[config.mk]
export PLATFORM = sky130hd
export DESIGN_NAME = mmio_bus_fabric_flat
export DESIGN_NICKNAME = d
export VERILOG_FILES = /design/src/rtl/mmio_bus_fabric_if.sv /design/src/rtl/mmio_bus_fabric.sv /design/src/flat_wrapper.sv
export SDC_FILE = /design/constraint.sdc
export NUM_CORES = 1
export LEC_CHECK = 0
export BUFFER_PORTS_ARGS = -buffer_cell sky130_fd_sc_hd__buf_2
export CAP_MARGIN = 20
export CORE_ASPECT_RATIO = 0.5
export CORE_MARGIN = 1
export CORE_UTILIZATION = 40
export CTS_CLUSTER_DIAMETER = 30
export DETAILED_ROUTE_END_ITERATION = 8
export PLACE_DENSITY = 0.81
export SYNTH_ARGS = -nofsm -noshare
export SYNTH_HDL_FRONTEND = slang
export SYNTH_SLANG_ARGS = --single-unit
[constraint.sdc]
create_clock -name clk -period 1.7 [get_ports clk]
set_input_delay 0 -clock clk [delete_from_list [all_inputs] [get_ports clk]]
set_output_delay 0 -clock clk [all_outputs]
set_load 0.02 [all_outputs]
[src/rtl/mmio_bus_fabric_if.sv]
// Master-side MMIO request/response bus between a processor core and mmio_bus_fabric.
// The core uses the master modport; the fabric uses the slave modport.
interface mmio_bus_fabric_if;
  logic        m_req;
  logic        m_we;
  logic [31:0] m_addr;
  logic [31:0] m_wdata;
  logic [3:0]  m_wstrb;
  logic        m_ready;
  logic [31:0] m_rdata;
  logic        m_err;

  modport master (
    output m_req, m_we, m_addr, m_wdata, m_wstrb,
    input  m_ready, m_rdata, m_err
  );

  modport slave (
    input  m_req, m_we, m_addr, m_wdata, m_wstrb,
    output m_ready, m_rdata, m_err
  );
endinterface

[src/rtl/mmio_bus_fabric.sv]
// Single-master MMIO fabric: address decode, one-hot slave select, ack timeout and error response.
// Optional host mailbox write bypass is enabled with `define MMIO_TOHOST_EN.
module mmio_bus_fabric #(
  parameter int NUM_SLAVES = 4,
  // Slave 0 is the catch-all, slave 1 at 0xFFFF0000, slave 2 at 0xFFFF0010, slave 3 at address 0 only.
  parameter logic [NUM_SLAVES*32-1:0] SLAVE_BASE = {32'h0000_0000, 32'hFFFF_0010, 32'hFFFF_0000, 32'h0000_0000},
  parameter logic [NUM_SLAVES*32-1:0] SLAVE_MASK = {32'hFFFF_FFFF, 32'hFFFF_FFF0, 32'hFFFF_FFF0, 32'h0000_0000},
  parameter int TIMEOUT_CYCLES = 16,
  parameter logic [31:0] TOHOST_ADDR = 32'h8000_1000
) (
  input  logic                       clk,
  input  logic                       rst,
  mmio_bus_fabric_if.slave           m,
  output logic [NUM_SLAVES-1:0]      s_sel,
  output logic                       s_we,
  output logic [31:0]                s_addr,
  output logic [31:0]                s_wdata,
  output logic [3:0]                 s_wstrb,
  input  logic [NUM_SLAVES-1:0]      s_ack,
  input  logic [NUM_SLAVES*32-1:0]   s_rdata,
  output logic                       host_write_enable,
  output logic [31:0]                host_data_out
);

  localparam int IDX_W = (NUM_SLAVES > 1) ? $clog2(NUM_SLAVES) : 1;

  typedef enum logic [1:0] {IDLE, ACCESS, RESP} state_t;

  state_t           state;
  logic [IDX_W-1:0] idx_q;
  logic [IDX_W-1:0] dec_idx;
  logic             dec_hit;
  logic [7:0]       cnt;
  logic             ready_q;
  logic             err_q;
  logic [31:0]      rdata_q;
  logic             tohost_hit;
  logic [31:0]      slv_rdata [NUM_SLAVES];

  assign m.m_ready = ready_q;
  assign m.m_err   = err_q;
  assign m.m_rdata = rdata_q;

  always_comb begin
    for (int k = 0; k < NUM_SLAVES; k++) begin
      slv_rdata[k] = s_rdata[32*k +: 32];
    end
  end

  // Later matches overwrite earlier ones, so the highest matching index wins.
  always_comb begin
    dec_hit = 1'b0;
    dec_idx = '0;
    for (int k = 0; k < NUM_SLAVES; k++) begin
      if ((m.m_addr & SLAVE_MASK[32*k +: 32]) == SLAVE_BASE[32*k +: 32]) begin
        dec_hit = 1'b1;
        dec_idx = IDX_W'(k);
      end
    end
  end

`ifdef MMIO_TOHOST_EN
  assign tohost_hit = m.m_we && (m.m_addr == TOHOST_ADDR);

  always_ff @(posedge clk or negedge rst) begin
    if (!rst) begin
      host_write_enable <= 1'b0;
      host_data_out     <= '0;
    end else begin
      host_write_enable <= (state == IDLE) && m.m_req && tohost_hit;
      if ((state == IDLE) && m.m_req && tohost_hit) begin
        host_data_out <= m.m_wdata;
      end
    end
  end
`else
  logic unused_tohost;

  assign tohost_hit        = 1'b0;
  assign unused_tohost     = ^TOHOST_ADDR;
  assign host_write_enable = 1'b0;
  assign host_data_out     = '0;
`endif

  always_ff @(posedge clk or negedge rst) begin
    if (!rst) begin
      state   <= IDLE;
      s_sel   <= '0;
      ready_q <= 1'b0;
      err_q   <= 1'b0;
      rdata_q <= '0;
      cnt     <= '0;
      idx_q   <= '0;
      s_we    <= 1'b0;
      s_addr  <= '0;
      s_wdata <= '0;
      s_wstrb <= '0;
    end else begin
      // Response outputs are pulses; only the RESP-entering branches raise them.
      ready_q <= 1'b0;
      err_q   <= 1'b0;
      rdata_q <= '0;
      case (state)
        IDLE: begin
          if (m.m_req) begin
            if (tohost_hit) begin
              state   <= RESP;
              ready_q <= 1'b1;
            end else if (dec_hit) begin
              state   <= ACCESS;
              idx_q   <= dec_idx;
              s_sel   <= NUM_SLAVES'(1) << dec_idx;
              cnt     <= 8'd1;
              s_we    <= m.m_we;
              s_addr  <= m.m_addr;
              s_wdata <= m.m_wdata;
              s_wstrb <= m.m_wstrb;
            end else begin
              state   <= RESP;
              ready_q <= 1'b1;
              err_q   <= 1'b1;
            end
          end
        end
        ACCESS: begin
          // An ack in the final counted cycle still beats the timeout.
          if (s_ack[idx_q]) begin
            state   <= RESP;
            s_sel   <= '0;
            ready_q <= 1'b1;
            rdata_q <= s_we ? 32'h0 : slv_rdata[idx_q];
          end else if (cnt == 8'(TIMEOUT_CYCLES)) begin
            state   <= RESP;
            s_sel   <= '0;
            ready_q <= 1'b1;
            err_q   <= 1'b1;
          end else begin
            cnt <= cnt + 8'd1;
          end
        end
        RESP: begin
          state <= IDLE;
          cnt   <= '0;
        end
        default: begin
          state <= IDLE;
          s_sel <= '0;
        end
      endcase
    end
  end

endmodule
[src/flat_wrapper.sv]
// flat-port wrapper written by rule: the top's interface ports become plain ports
module mmio_bus_fabric_flat 
#(
  parameter int NUM_SLAVES = 4,
                                                                                                       
  parameter logic [NUM_SLAVES*32-1:0] SLAVE_BASE = {32'h0000_0000, 32'hFFFF_0010, 32'hFFFF_0000, 32'h0000_0000},
  parameter logic [NUM_SLAVES*32-1:0] SLAVE_MASK = {32'hFFFF_FFFF, 32'hFFFF_FFF0, 32'hFFFF_FFF0, 32'h0000_0000},
  parameter int TIMEOUT_CYCLES = 16,
  parameter logic [31:0] TOHOST_ADDR = 32'h8000_1000
)
  (clk, rst, s_sel, s_we, s_addr, s_wdata, s_wstrb, s_ack, s_rdata, host_write_enable, host_data_out, m_m_req, m_m_we, m_m_addr, m_m_wdata, m_m_wstrb, m_m_ready, m_m_rdata, m_m_err);
  mmio_bus_fabric_if m_i ();
  input  logic clk;
  input  logic rst;
  output logic [NUM_SLAVES-1:0] s_sel;
  output logic s_we;
  output logic [31:0] s_addr;
  output logic [31:0] s_wdata;
  output logic [3:0] s_wstrb;
  input  logic [NUM_SLAVES-1:0] s_ack;
  input  logic [NUM_SLAVES*32-1:0] s_rdata;
  output logic host_write_enable;
  output logic [31:0] host_data_out;
  input wire logic [$bits(m_i.m_req)-1:0] m_m_req;
  input wire logic [$bits(m_i.m_we)-1:0] m_m_we;
  input wire logic [$bits(m_i.m_addr)-1:0] m_m_addr;
  input wire logic [$bits(m_i.m_wdata)-1:0] m_m_wdata;
  input wire logic [$bits(m_i.m_wstrb)-1:0] m_m_wstrb;
  output wire logic [$bits(m_i.m_ready)-1:0] m_m_ready;
  output wire logic [$bits(m_i.m_rdata)-1:0] m_m_rdata;
  output wire logic [$bits(m_i.m_err)-1:0] m_m_err;
  assign m_i.m_req = m_m_req;
  assign m_i.m_we = m_m_we;
  assign m_i.m_addr = m_m_addr;
  assign m_i.m_wdata = m_m_wdata;
  assign m_i.m_wstrb = m_m_wstrb;
  assign m_m_ready = m_i.m_ready;
  assign m_m_rdata = m_i.m_rdata;
  assign m_m_err = m_i.m_err;
  mmio_bus_fabric #(.NUM_SLAVES(NUM_SLAVES), .SLAVE_BASE(SLAVE_BASE), .SLAVE_MASK(SLAVE_MASK), .TIMEOUT_CYCLES(TIMEOUT_CYCLES), .TOHOST_ADDR(TOHOST_ADDR)) u_core (.clk(clk), .rst(rst), .m(m_i), .s_sel(s_sel), .s_we(s_we), .s_addr(s_addr), .s_wdata(s_wdata), .s_wstrb(s_wstrb), .s_ack(s_ack), .s_rdata(s_rdata), .host_write_enable(host_write_enable), .host_data_out(host_data_out));
endmodule
# Yosys cells after proc, flatten, opt, wreduce, memory -nomap -nowiden

Index checks and enable logic that the tools add are counted.
Widths: inputs -> output; s select.

Register bits after elaboration: 119
Input port bits: 204
Output and inout port bits: 140
Logic and storage cells: 61

$add $sub $neg: 1
Order comparisons: 2
Eq/ne operators: 9
Shifts and indexed selects: 1
Multiplexer cells: 28
Bitwise gates (word level): 2
Reductions and logical operators: 7

Operator list:

| kind                 | number |
|---|---|
| $mux 32              | 5 |
| $bmux 32 s2          | 1 |
| $eq 28x28->1 const B | 2 |
| $logic_not 32->1     | 1 |
| $mux 8               | 3 |
| $pmux 8 s3           | 1 |
| $mux 4               | 3 |
| $pmux 4 s3           | 1 |
| $mux 2               | 5 |
| $add 8x1->8 const B  | 1 |
| $eq 8x5->1 const B   | 1 |
| $mux 1               | 7 |
| $ne 2x2->1 const B   | 3 |
| $pmux 2 s2           | 1 |
| $reduce_and 2->1     | 2 |
| $reduce_and 4->1     | 1 |
| $shl 1x2->4 const A  | 1 |
| $ge 3x3->1 const B   | 1 |
| $lt 2x3->1 const B   | 1 |
| $ne 3x1->1 const B   | 1 |
| $not 2->3            | 1 |
| $reduce_and 3->1     | 1 |
| $reduce_bool 3->1    | 1 |
| $bmux 1 s2           | 1 |
| 4 further kinds      | 4 |

# Depth between registers and ports, before layout

Gate-level depths: netlist of run 1.

Depth in word-level cells: 7
Gate-level depth with buffers: 7
Gate-level depth less buffers: 6

# Worst setup path before layout of run 1

Ideal clock, no wire load.

Path type: register to register
From: register u_core.cnt[0]
To: register u_core.state[1]
Setup time: 0.125 ns
Arrival time: 1.677 ns
Data required time: 1.575 ns
Path slack: -0.102 ns
Stages on the path, launching flop included: 7
Path buffers: 0
Clock period less this slack: 1.802 ns
Cell sequence: dfrtp_1 > inv_1 > ha_1 > nor3b_1 > a21oi_4 > a21oi_1 > mux2_4

Cells in the longest elaborated chain, start to end: 3

RTL lines:

| item                       | RTL line               | source |
|---|---|---|
| from (decl)                | mmio_bus_fabric.sv:33  | `logic [7:0] cnt;` |
| from (signal assigned)     | mmio_bus_fabric.sv:138 | `cnt <= cnt + 8'd1;` |
| $eq 8x5->1                 | mmio_bus_fabric.sv:132 | `end else if (cnt == 8'(TIMEOUT_CYCLES)) begin` |
| $ne 3x1->1 (no line)       | -                      |  |
| $reduce_and 2->1 (no line) | -                      |  |
| to (signal assigned)       | mmio_bus_fabric.sv:128 | `state <= RESP;` |
| to (signal assigned)       | mmio_bus_fabric.sv:133 | `state <= RESP;` |
| to (signal assigned)       | mmio_bus_fabric.sv:142 | `state <= IDLE;` |
| to (decl)                  | mmio_bus_fabric.sv:29  | `state_t state;` |

Every way passes these cells.
A chain may end at the register's enable or synchronous reset.

# Final worst setup path of run 1

From: register u_core.idx_q[0]
To: register u_core.s_sel[0]

Cells in the longest elaborated chain, start to end: 4
Elaborated cells on any way between the ends: 6
Those cells by class: eq/ne (1); mux (4); reduce/logical (1)

RTL lines:

| item                                                     | RTL line               | source |
|---|---|---|
| from (decl)                                              | mmio_bus_fabric.sv:30  | `logic [IDX_W-1:0] idx_q;` |
| from (signal assigned)                                   | mmio_bus_fabric.sv:111 | `idx_q <= dec_idx;` |
| $bmux 1 s2 (*)                                           | mmio_bus_fabric.sv:127 | `if (s_ack[idx_q]) begin` |
| $mux 1 (implied by the code) (*)                         | mmio_bus_fabric.sv:127 |  |
| $ne 3x1->1 (no line) or $mux 4 (tied branches)           | -                      |  |
| $reduce_and 3->1 (no line) or $pmux 4 s3 (tied branches) | -                      |  |
| to (signal assigned)                                     | mmio_bus_fabric.sv:112 | `s_sel <= NUM_SLAVES'(1) << dec_idx;` |
| to (decl)                                                | mmio_bus_fabric.sv:14  | `output logic [NUM_SLAVES-1:0] s_sel,` |

Every way passes the cells marked *; elsewhere a longest branch is shown, timed or not. The select of a mux whose other input is x is not followed.

==> results of run 1 <==
[logic make-up (layout without fill, tap and decap cells)]
| group | after synthesis | count (layout) | synth area share, % |
|---|---|---|---|
| compound gates | 28 | 28 | 3.862 |
| buf+inv | 60 | 454 | 6.179 |
| mux | 103 | 103 | 26.32 |
| flops | 119 | 119 | 51.06 |
| other cells | 1 | 34 | 0.06430 |
| simple gates | 105 | 105 | 11.01 |
| fa+ha+maj | 7 | 7 | 1.502 |
[critical path, cell delays in order (launching register included)]
cell	delay, ns
dfrtp_2	0.37
mux4_2	0.59
a211o_1	0.32
nor3b_1	0.16
a32o_1	0.23
[final timing paths]
kind / cells past startpoint / endpoint / slack, ns / from
min in group asynchronous: 2 / u_core.s_addr[29] / 0.09 / rst
max: 4 / u_core.s_sel[0] / -0.07 / u_core.idx_q[0]
max in group asynchronous: 3 / u_core.s_addr[12] / 1.02 / rst
max reg2reg: 4 / u_core.s_sel[0] / -0.07 / u_core.idx_q[0]
min: 3 / u_core.m.m_rdata[19] / 0.01 / s_rdata[115]
min reg2reg: 1 / u_core.s_wdata[3] / 0.50 / u_core.s_wdata[3]
[repair_timing]
action / 4_1_cts / 5_1_grt
resized for setup: 3 / 8
pin swaps: 4 / 4
hold buffers: 71 / 0
endpoints found under the setup margin: 5 / 12
setup buffers: 1 / 0
hold endpoints to repair: 191 / 0
[sequential cells by signal (all words and copies together) (netlist names)]
name / count
u_core.m.m_rdata: 32
u_core.s_wstrb: 4
u_core.s_we: 1
u_core.s_wdata: 32
u_core.cnt: 8
u_core.s_sel: 4
u_core.s_addr: 32
u_core.idx_q: 2
u_core.m.m_ready: 1
u_core.state: 2
u_core.m.m_err: 1
[per-stage QoR]
step,cells,total power [W]
global placement,937,0.009900
floorplan,455,0.008019
detailed placement,937,0.01012
CTS,1041,0.01394
global route,1042,0.01462
finish,1042,0.01395
[area by class of cell]
type,instances,area [µm²]
Fill cell,1027,4775
Sequential cell,119,2979
Inverter,5,18.77
Antenna cell,1,2.502
Multi-Input combinational cell,276,2671
Tap cell,192,240.2
Clock buffer,17,425.4
Timing Repair Buffer,417,2610
Clock inverter,15,166.4
[layer usage]
metal	up-vias	GRT usage (%)	routed length, µm
li1	2328	-	-
met1	2635	29.95	7570
met2	232	41.13	9505
met3	34	6.370	1060
met4	0	9.654	401
met5	-	0	0
[power by group]
group | total (W) | internal (W) | switching (W) | leakage (nW)
logic | 0.00600 | 0.00269 | 0.00331 | 2.78
clock network | 0.00361 | 0.00219 | 0.00141 | 0.287
registers | 0.00435 | 0.00386 | 0.000498 | 1.49
[cell usage in the layout (no fill, tap or decap), types with 3 or more instances in the layout]
cell type,count
nand2_1,15
o211ai_1,5
dfrtp_1,118
clkbuf_16,17
o2bb2ai_1,3
mux4_2,33
inv_1,5
nand3_1,7
conb_1,33
nor2_1,10
and3_1,3
ha_1,6
nand4_1,6
mux2_2,69
buf_2,309
nor2b_1,14
buf_4,31
or4_1,6
nand3b_1,3
and2b_1,21
buf_12,6
dlygate4sd3_1,71
inv_6,6
==> results.toml, run 1 <==
[sta]
fin_tns_setup_ns = -0.2553
fin_ws_ns = -0.06998
setup-violations-final = 7
finalCriticalPeriod_ns = 1.770
rsz0062_at_grt = "yes"
finClkSkew_ns = 0.01284
maxSlewViolCount = 0
fin_crit_sh_pct = 104.1
fmax_mhz = 565.0
finalHoldViolations = 0
hold_ws_ns = 0.01362

[place]
dpl.hpwl_um = 13180
portBuffers = 310
dp_slack_ns = -0.06764
place.gp.congestion = 0.9010
postPlaceCellArea_um2 = 7752

[logic_synthesis]
syn_avg_cell_area_um2 = 13.79
ys.warnings.count = 0
synthDistinctLibCells = 46
ys_seq_area_share_pct = 51.06
synth_edf_count = 0
ys_top_cells_by_area = "dfrtp_1 (51%), mux2_2 (13%), mux4_2 (13%)"
synthCells = 423
async_reset_ff_share_pct = 100.0
synthFlopType = "dfrtp_1"
synth_top_area_share_pct = 51.06
synthTopCellsByCount = "dfrtp_1 (119), mux2_2 (69), buf_4 (33), mux4_2 (33), and2b_1 (21)"
synth-seq-cells = 119
syn_area_um2 = 5832
yosysMostFrequentCell = "dfrtp_1"
yosys.area.top_type = "dfrtp_1"

[routing]
drt_iter0_drc = 254
vias = 5229
ant_nets = 0
drc = 0
via_per_inst = 5.018
routedWlPerCell_um = 17.79
dr.pass1.iters = 4
routed_wl_um = 18540

[finish]
drive_gt1_share_pct = 58.78
postLayoutCoreUtil_pct = 65.62
area_delta_synth_final_pct = 56.28
post-route-cell-area_um2 = 9114
fin_nets = 1047

[global_route]
grt_pass1_wl_um = 27790
grt_antenna_before_repair = 1
grt-ovfl-total = 0
track_usage_pct = 24.20
first_global_vias = 5296
grt_max_degree = 42

[run_status]
failed_checks = "negative setup slack"
status = "finished with violations"

[clock_tree]
cts_max_path_buffers = 2
cts_root_buf = "clkbuf_16"
numCtsBuffers = 17
clk_pin_slew_ns = 0.06
cts_tree = "built"
clock_latency_ns = 0.41
cts.sinks = 119
cts_max_level = 4

[floorplan]
dieArea_um2 = 15100
num_io_pins = 344
die_h_um = 87.38
start_util_pct = 41.99
core.rowCount = 30
core_area_um2 = 13890
die_x_um = 172.8

[setup_path]
critPathArrivalTime_ns = 2.06
start_kind = "register"
critPathKind = "reg2reg"
cp.required_ns = 1.99
end_kind = "register"
worst-path-max-fanout = 6

[min_path]
min-delay-path-class = "in2reg"

[pwr]
power_density_nw_per_um2 = 1531
vdd_drop_max_uv = 795.5
p_leak_nw = 4.555

[flow_run]
drv_cap = 0
Power figures use the tool's default switching activity.
==> run 2, diff against run 1 <==
Settings changed: CORE_MARGIN 1 to 8, RECOVER_POWER from default to 50.
==> run 2 against run 1 <==
Net effect: the run still ends with negative setup slack left; critical path depth increased by 4; register-to-register slack gained 0.04 ns; sequential cell count did not move; highest routed layer is now met5; critical endpoint is now u_core.idx_q[1]; wire length up 13%; non-clock buffer count decreased by 5; global-route usage decreased by 3.2 points; maximum frequency shrank 2.7%; clock-buffer cell count unchanged; utilization shrank 2.5 points.
==> results.toml, run 2 (synthesis results as in run 1) <==
[finish]
layout_commonest_cell = "buf_2"
multi_input_area_um2 = 2691
regArea_um2 = 2979
area_delta_synth_final_pct = 55.27
drive_gt1_share_pct = 53.44
final_cell_mix = "buf_2 (263), dfrtp_1 (118), dlygate4sd3_1 (71), mux2_2 (69), clkbuf_1 (45)"
fill_cells = 1129
fin_nets = 1042

[routing]
dr.pass1.iters = 4
drt_iter0_drc = 185
via_per_inst = 4.966
ant_nets = 0
drc = 0
vias = 5185
routed_wl_um = 21010
routedWlPerCell_um = 20.13

[sta]
finClkSkew_ns = 0.01401
fmax_mhz = 550.0
slew_headroom_pct = 30.74
setup-violations-final = 4
finalHoldViolations = 0
rsz0062_at_grt = "yes"
fin_ws_ns = -0.1182
fin_crit_sh_pct = 107.0
maxSlewViolCount = 0
finalCriticalPeriod_ns = 1.818
hold_ws_ns = 0.01435
worstMarginPinSlew_ns = 1.039

[global_route]
grt_pass1_wl_um = 31330
grt_max_degree = 50
grt-ovfl-total = 0
grt_antenna_before_repair = 4
first_global_vias = 5723
track_usage_pct = 21.04

[run_status]
status = "finished with violations"
failed_checks = "negative setup slack"

[clock_tree]
clock_latency_ns = 0.41
cts_tree = "built"
cts_max_level = 4
cts_max_path_buffers = 2
clk_pin_slew_ns = 0.06
cts_root_buf = "clkbuf_16"
cts.sinks = 119
post_cts_buffers = 0
numCtsBuffers = 17

[floorplan]
start_util_pct = 40.64
core.rowCount = 31
die_h_um = 101.4
core_area_um2 = 14350
die_x_um = 186.8
num_io_pins = 344
dieArea_um2 = 18930

[place]
portBuffers = 310
dpl.hpwl_um = 15630
place.gp.congestion = 1.005
dp_slack_ns = -0.02834

[setup_path]
critPathArrivalTime_ns = 2.13
end_kind = "register"
rr_startpoint = "u_core.idx_q[0]"
critPathKind = "in2reg"
start_kind = "input port"
worst-path-max-fanout = 3
cp.required_ns = 2.01
crit_start = "m_m_addr[24]"

[pwr]
p_total_w = 0.01403
power_density_nw_per_um2 = 1549
vdd_drop_max_uv = 716.3
p_leak_nw = 4.368

[min_path]
holdCritStartpoint = "s_rdata[70]"
min-delay-path-class = "in2reg"

[flow_run]
drv_cap = 0
==> run 2: metrics by stage <==
| stage | TNS, ns | util [%] | instances | area [µm²] |
|---|---|---|---|---|
| 6_report | -0.2716 | 63.10 | 1044 | 9055 |
| 4_1_cts | -0.04094 | 63.20 | 1043 | 9070 |
| 5_1_grt | -1.387 | 63.10 | 1044 | 9055 |
| 3_3_place_gp | -0.005075 | 53.91 | 940 | 7737 |
| 2_1_floorplan | -0.1213 | - | 455 | 5969 |
| 3_5_place_dp | -0.04667 | 53.91 | 940 | 7737 |
==> run 2: final timing paths <==
| path | endpoint | slack, ns | cells after the start |
|---|---|---|---|
| max | u_core.idx_q[1] | -0.12 | 8 |
| min | u_core.m.m_rdata[6] | 0.01 | 3 |
| max reg2reg | u_core.state[1] | -0.03 | 4 |
| min reg2reg | u_core.s_sel[0] | 0.49 | 1 |
| max in group asynchronous | u_core.idx_q[0] | 0.24 | 3 |
| min in group asynchronous | u_core.s_addr[29] | 0.32 | 2 |
==> run 2: cell type report <==
class	count	area share, %
Antenna cell	2	0.05527
Clock buffer	17	4.698
Clock inverter	15	2.128
Inverter	5	0.2073
Multi-Input combinational cell	276	29.72
Sequential cell	119	32.90
Tap cell	198	2.736
Timing Repair Buffer	412	27.55
==> run 2: where the power goes <==
group | total (W) | internal, W | switching (W)
combinational | 0.00594 | 0.00259 | 0.00335
sequential | 0.00437 | 0.00386 | 0.000512
clock | 0.00372 | 0.00234 | 0.00138
total | 0.0140 | 0.00878 | 0.00524
==> run 2: metal layers <==
layer  wire length, µm  global-route usage (%)  vias to the layer above
li1                  -                       -                     2313
met1              8362                   24.65                     2564
met2             10520                   36.15                      244
met3              1401                   6.220                       60
met4               700                   9.096                        4
met5                27                       0                        -
==> run 2: worst max-delay path, stage by stage <==
cell and delay, ns:
dlygate4sd3_1 0.56, buf_2 0.16, or4_4 0.53, nor4_4 0.30
buf_4 0.16, nand3_2 0.08, buf_4 0.16, a31oi_2 0.18
==> run 2: what timing repair did <==
item	in CTS	in global routing
cloned	0	0
setup endpoints to repair	2	11
resized for setup	1	13
pin swaps	2	8
endpoints found under the hold margin	110	0
hold buffers	71	0
==> run 3, diff against run 2 <==
==> constraint.sdc (replaced) <==
create_clock -name clk -period 1.7 [get_ports clk]
set_input_delay 0.255 -clock clk [delete_from_list [all_inputs] [get_ports clk]]
set_output_delay 0.255 -clock clk [all_outputs]
set_load 0.02 [all_outputs]
==> run 3 against run 2 <==
Net effect: the run still ends with negative setup slack left; worst setup slack better by 0.010 ns; critical path depth is 4 lower; wire length decreased by 9.0%; via count decreased by 6.8%; utilization decreased by 4.5 points; combinational power fell by 2%; clock-buffer cell count stayed put; sequential power fell by 0.9%; clock skew is essentially flat; global-route usage fell by 1.8 points; total power shrank 2.2%; critical endpoint is now u_core.s_sel[0]; largest cell class unchanged; largest power group unchanged.
==> results.toml, run 3 (synthesis results as in run 1) <==
[run_status]
status = "finished with violations"
failed_checks = "negative setup slack"

[place]
dpl.hpwl_um = 15530
portBuffers = 310
placed_cells = 949
place.gp.congestion = 0.9892
dp_slack_ns = -0.3085

[min_path]
holdCritStartpoint = "m_m_wdata[19]"
min-delay-path-class = "in2reg"

[setup_path]
cp.required_ns = 1.98
cp_slowest_cell = "mux4_2"
critPathArrivalTime_ns = 2.09
worst-path-max-fanout = 4
crit_start = "u_core.idx_q[0]"
end_kind = "register"
rr_startpoint = "u_core.idx_q[0]"
cp_slowest_stage_delay_ns = 0.58
cp_top_family = "multiplexers"
critPathKind = "reg2reg"
start_kind = "register"
crit_chain = "mux4_2 -> a211o_1 -> nor3b_1 -> a32o_1"
critical_path_buf_inv_count = 0

[finish]
area_delta_synth_final_pct = 44.13
final_cell_mix = "buf_2 (262), dfrtp_1 (118), mux2_2 (69), clkbuf_1 (47), buf_4 (37)"
drive_gt1_share_pct = 58.45
fin_nets = 985
antenna_cells = 0
final-instance-count-excl-fill = 985
fill_cells = 1203
layout_commonest_cell = "buf_2"

[floorplan]
dieArea_um2 = 18930
die_h_um = 101.4
die_x_um = 186.8
num_io_pins = 344
core.rowCount = 31
core_area_um2 = 14350
start_util_pct = 40.64

[sta]
finClkSkew_ns = 0.01411
worstMarginPinSlew_ns = 0.7818
setup-violations-final = 10
fin_ws_ns = -0.1081
finalCriticalPeriod_ns = 1.808
slew_headroom_pct = 47.88
rsz0062_at_grt = "yes"
finalHoldViolations = 0
hold_ws_ns = 0.08280
maxSlewViolCount = 0
fin_crit_sh_pct = 106.4
fin_tns_setup_ns = -0.3168
fmax_mhz = 553.1

[clock_tree]
cts_tree = "built"
cts_max_level = 4
clock_latency_ns = 0.40
cts_root_buf = "clkbuf_16"
clk_pin_slew_ns = 0.06
numCtsBuffers = 17
cts_max_path_buffers = 2
cts.sinks = 119

[global_route]
grt_antenna_before_repair = 1
grt_max_degree = 51
first_global_vias = 5295
track_usage_pct = 19.27
grt-ovfl-total = 0
grt_pass1_wl_um = 29050

[flow_run]
drv_cap = 0

[routing]
drt_iter0_drc = 178
via_per_inst = 4.909
routed_wl_um = 19110
dr.pass1.iters = 4
vias = 4835
ant_nets = 0
routedWlPerCell_um = 19.40
drc = 0

[pwr]
power_density_nw_per_um2 = 1632
power_frac_seq_pct = 31.6
internal_power_w = 0.008595
p_clk_share_pct = 25.9
p_leak_nw = 4.108
switching_share_pct = 37.35
switchingPower_w = 0.005125
vdd_drop_max_uv = 722.0
p_total_w = 0.01372
combPwrFrac_pct = 42.6
run 3: cell type report:
| cell class | count | area, µm² | area share, % |
|---|---|---|---|
| Inverter | 5 | 18.77 | 0.2233 |
| Clock buffer | 17 | 425.4 | 5.061 |
| Clock inverter | 15 | 170.2 | 2.024 |
| Timing Repair Buffer | 355 | 1894 | 22.54 |
| Multi-Input combinational cell | 276 | 2670 | 31.77 |
| Sequential cell | 119 | 2979 | 35.44 |
| Tap cell | 198 | 247.7 | 2.947 |
run 3: final timing paths:
check / to / slack [ns] / cells after the start
max: u_core.s_sel[0] / -0.11 / 4
min: u_core.s_wdata[19] / 0.08 / 2
max reg2reg: u_core.s_sel[0] / -0.11 / 4
min reg2reg: u_core.s_sel[0] / 0.49 / 1
max in group asynchronous: u_core.s_addr[2] / 0.20 / 3
min in group asynchronous: u_core.s_addr[26] / 0.47 / 2
run 3: per-stage QoR:
| stage | instance area (µm²) | util (%) |
|---|---|---|
| floorplan | 5969 | - |
| global placement | 7805 | 54.39 |
| detailed placement | 7805 | 54.39 |
| CTS | 8426 | 58.71 |
| global route | 8406 | 58.57 |
| finish | 8406 | 58.57 |
run 3: power by group through the flow:
stage          Clock [W]  Sequential, W  Combinational [W]
2_1_floorplan          0        0.00558            0.00244
3_3_place_gp           0        0.00430            0.00574
3_5_place_dp           0        0.00437            0.00586
4_1_cts          0.00363        0.00433            0.00590
5_1_grt          0.00377        0.00447            0.00624
6_report         0.00355        0.00433            0.00584
run 3: repair_timing:
| item | 4_1_cts | 5_1_grt |
|---|---|---|
| pin swaps | 6 | 6 |
| hold buffers | 1 | 0 |
| setup buffers | 1 | 2 |
| endpoints found under the setup margin | 6 | 10 |
| endpoints found under the hold margin | 28 | 0 |
| resized for setup | 3 | 10 |
run 3: layer usage:
metal / track usage (%) / part of all wire (%) / vias up / wire, µm
met3: 5.533 / 8.2 / 32 / 1561
met1: 23.36 / 39 / 2390 / 7372
met4: 6.549 / 2.0 / 2 / 391
li1: - / - / 2196 / -
met5: 0 / 0.068 / - / 13
met2: 33.05 / 51 / 215 / 9774
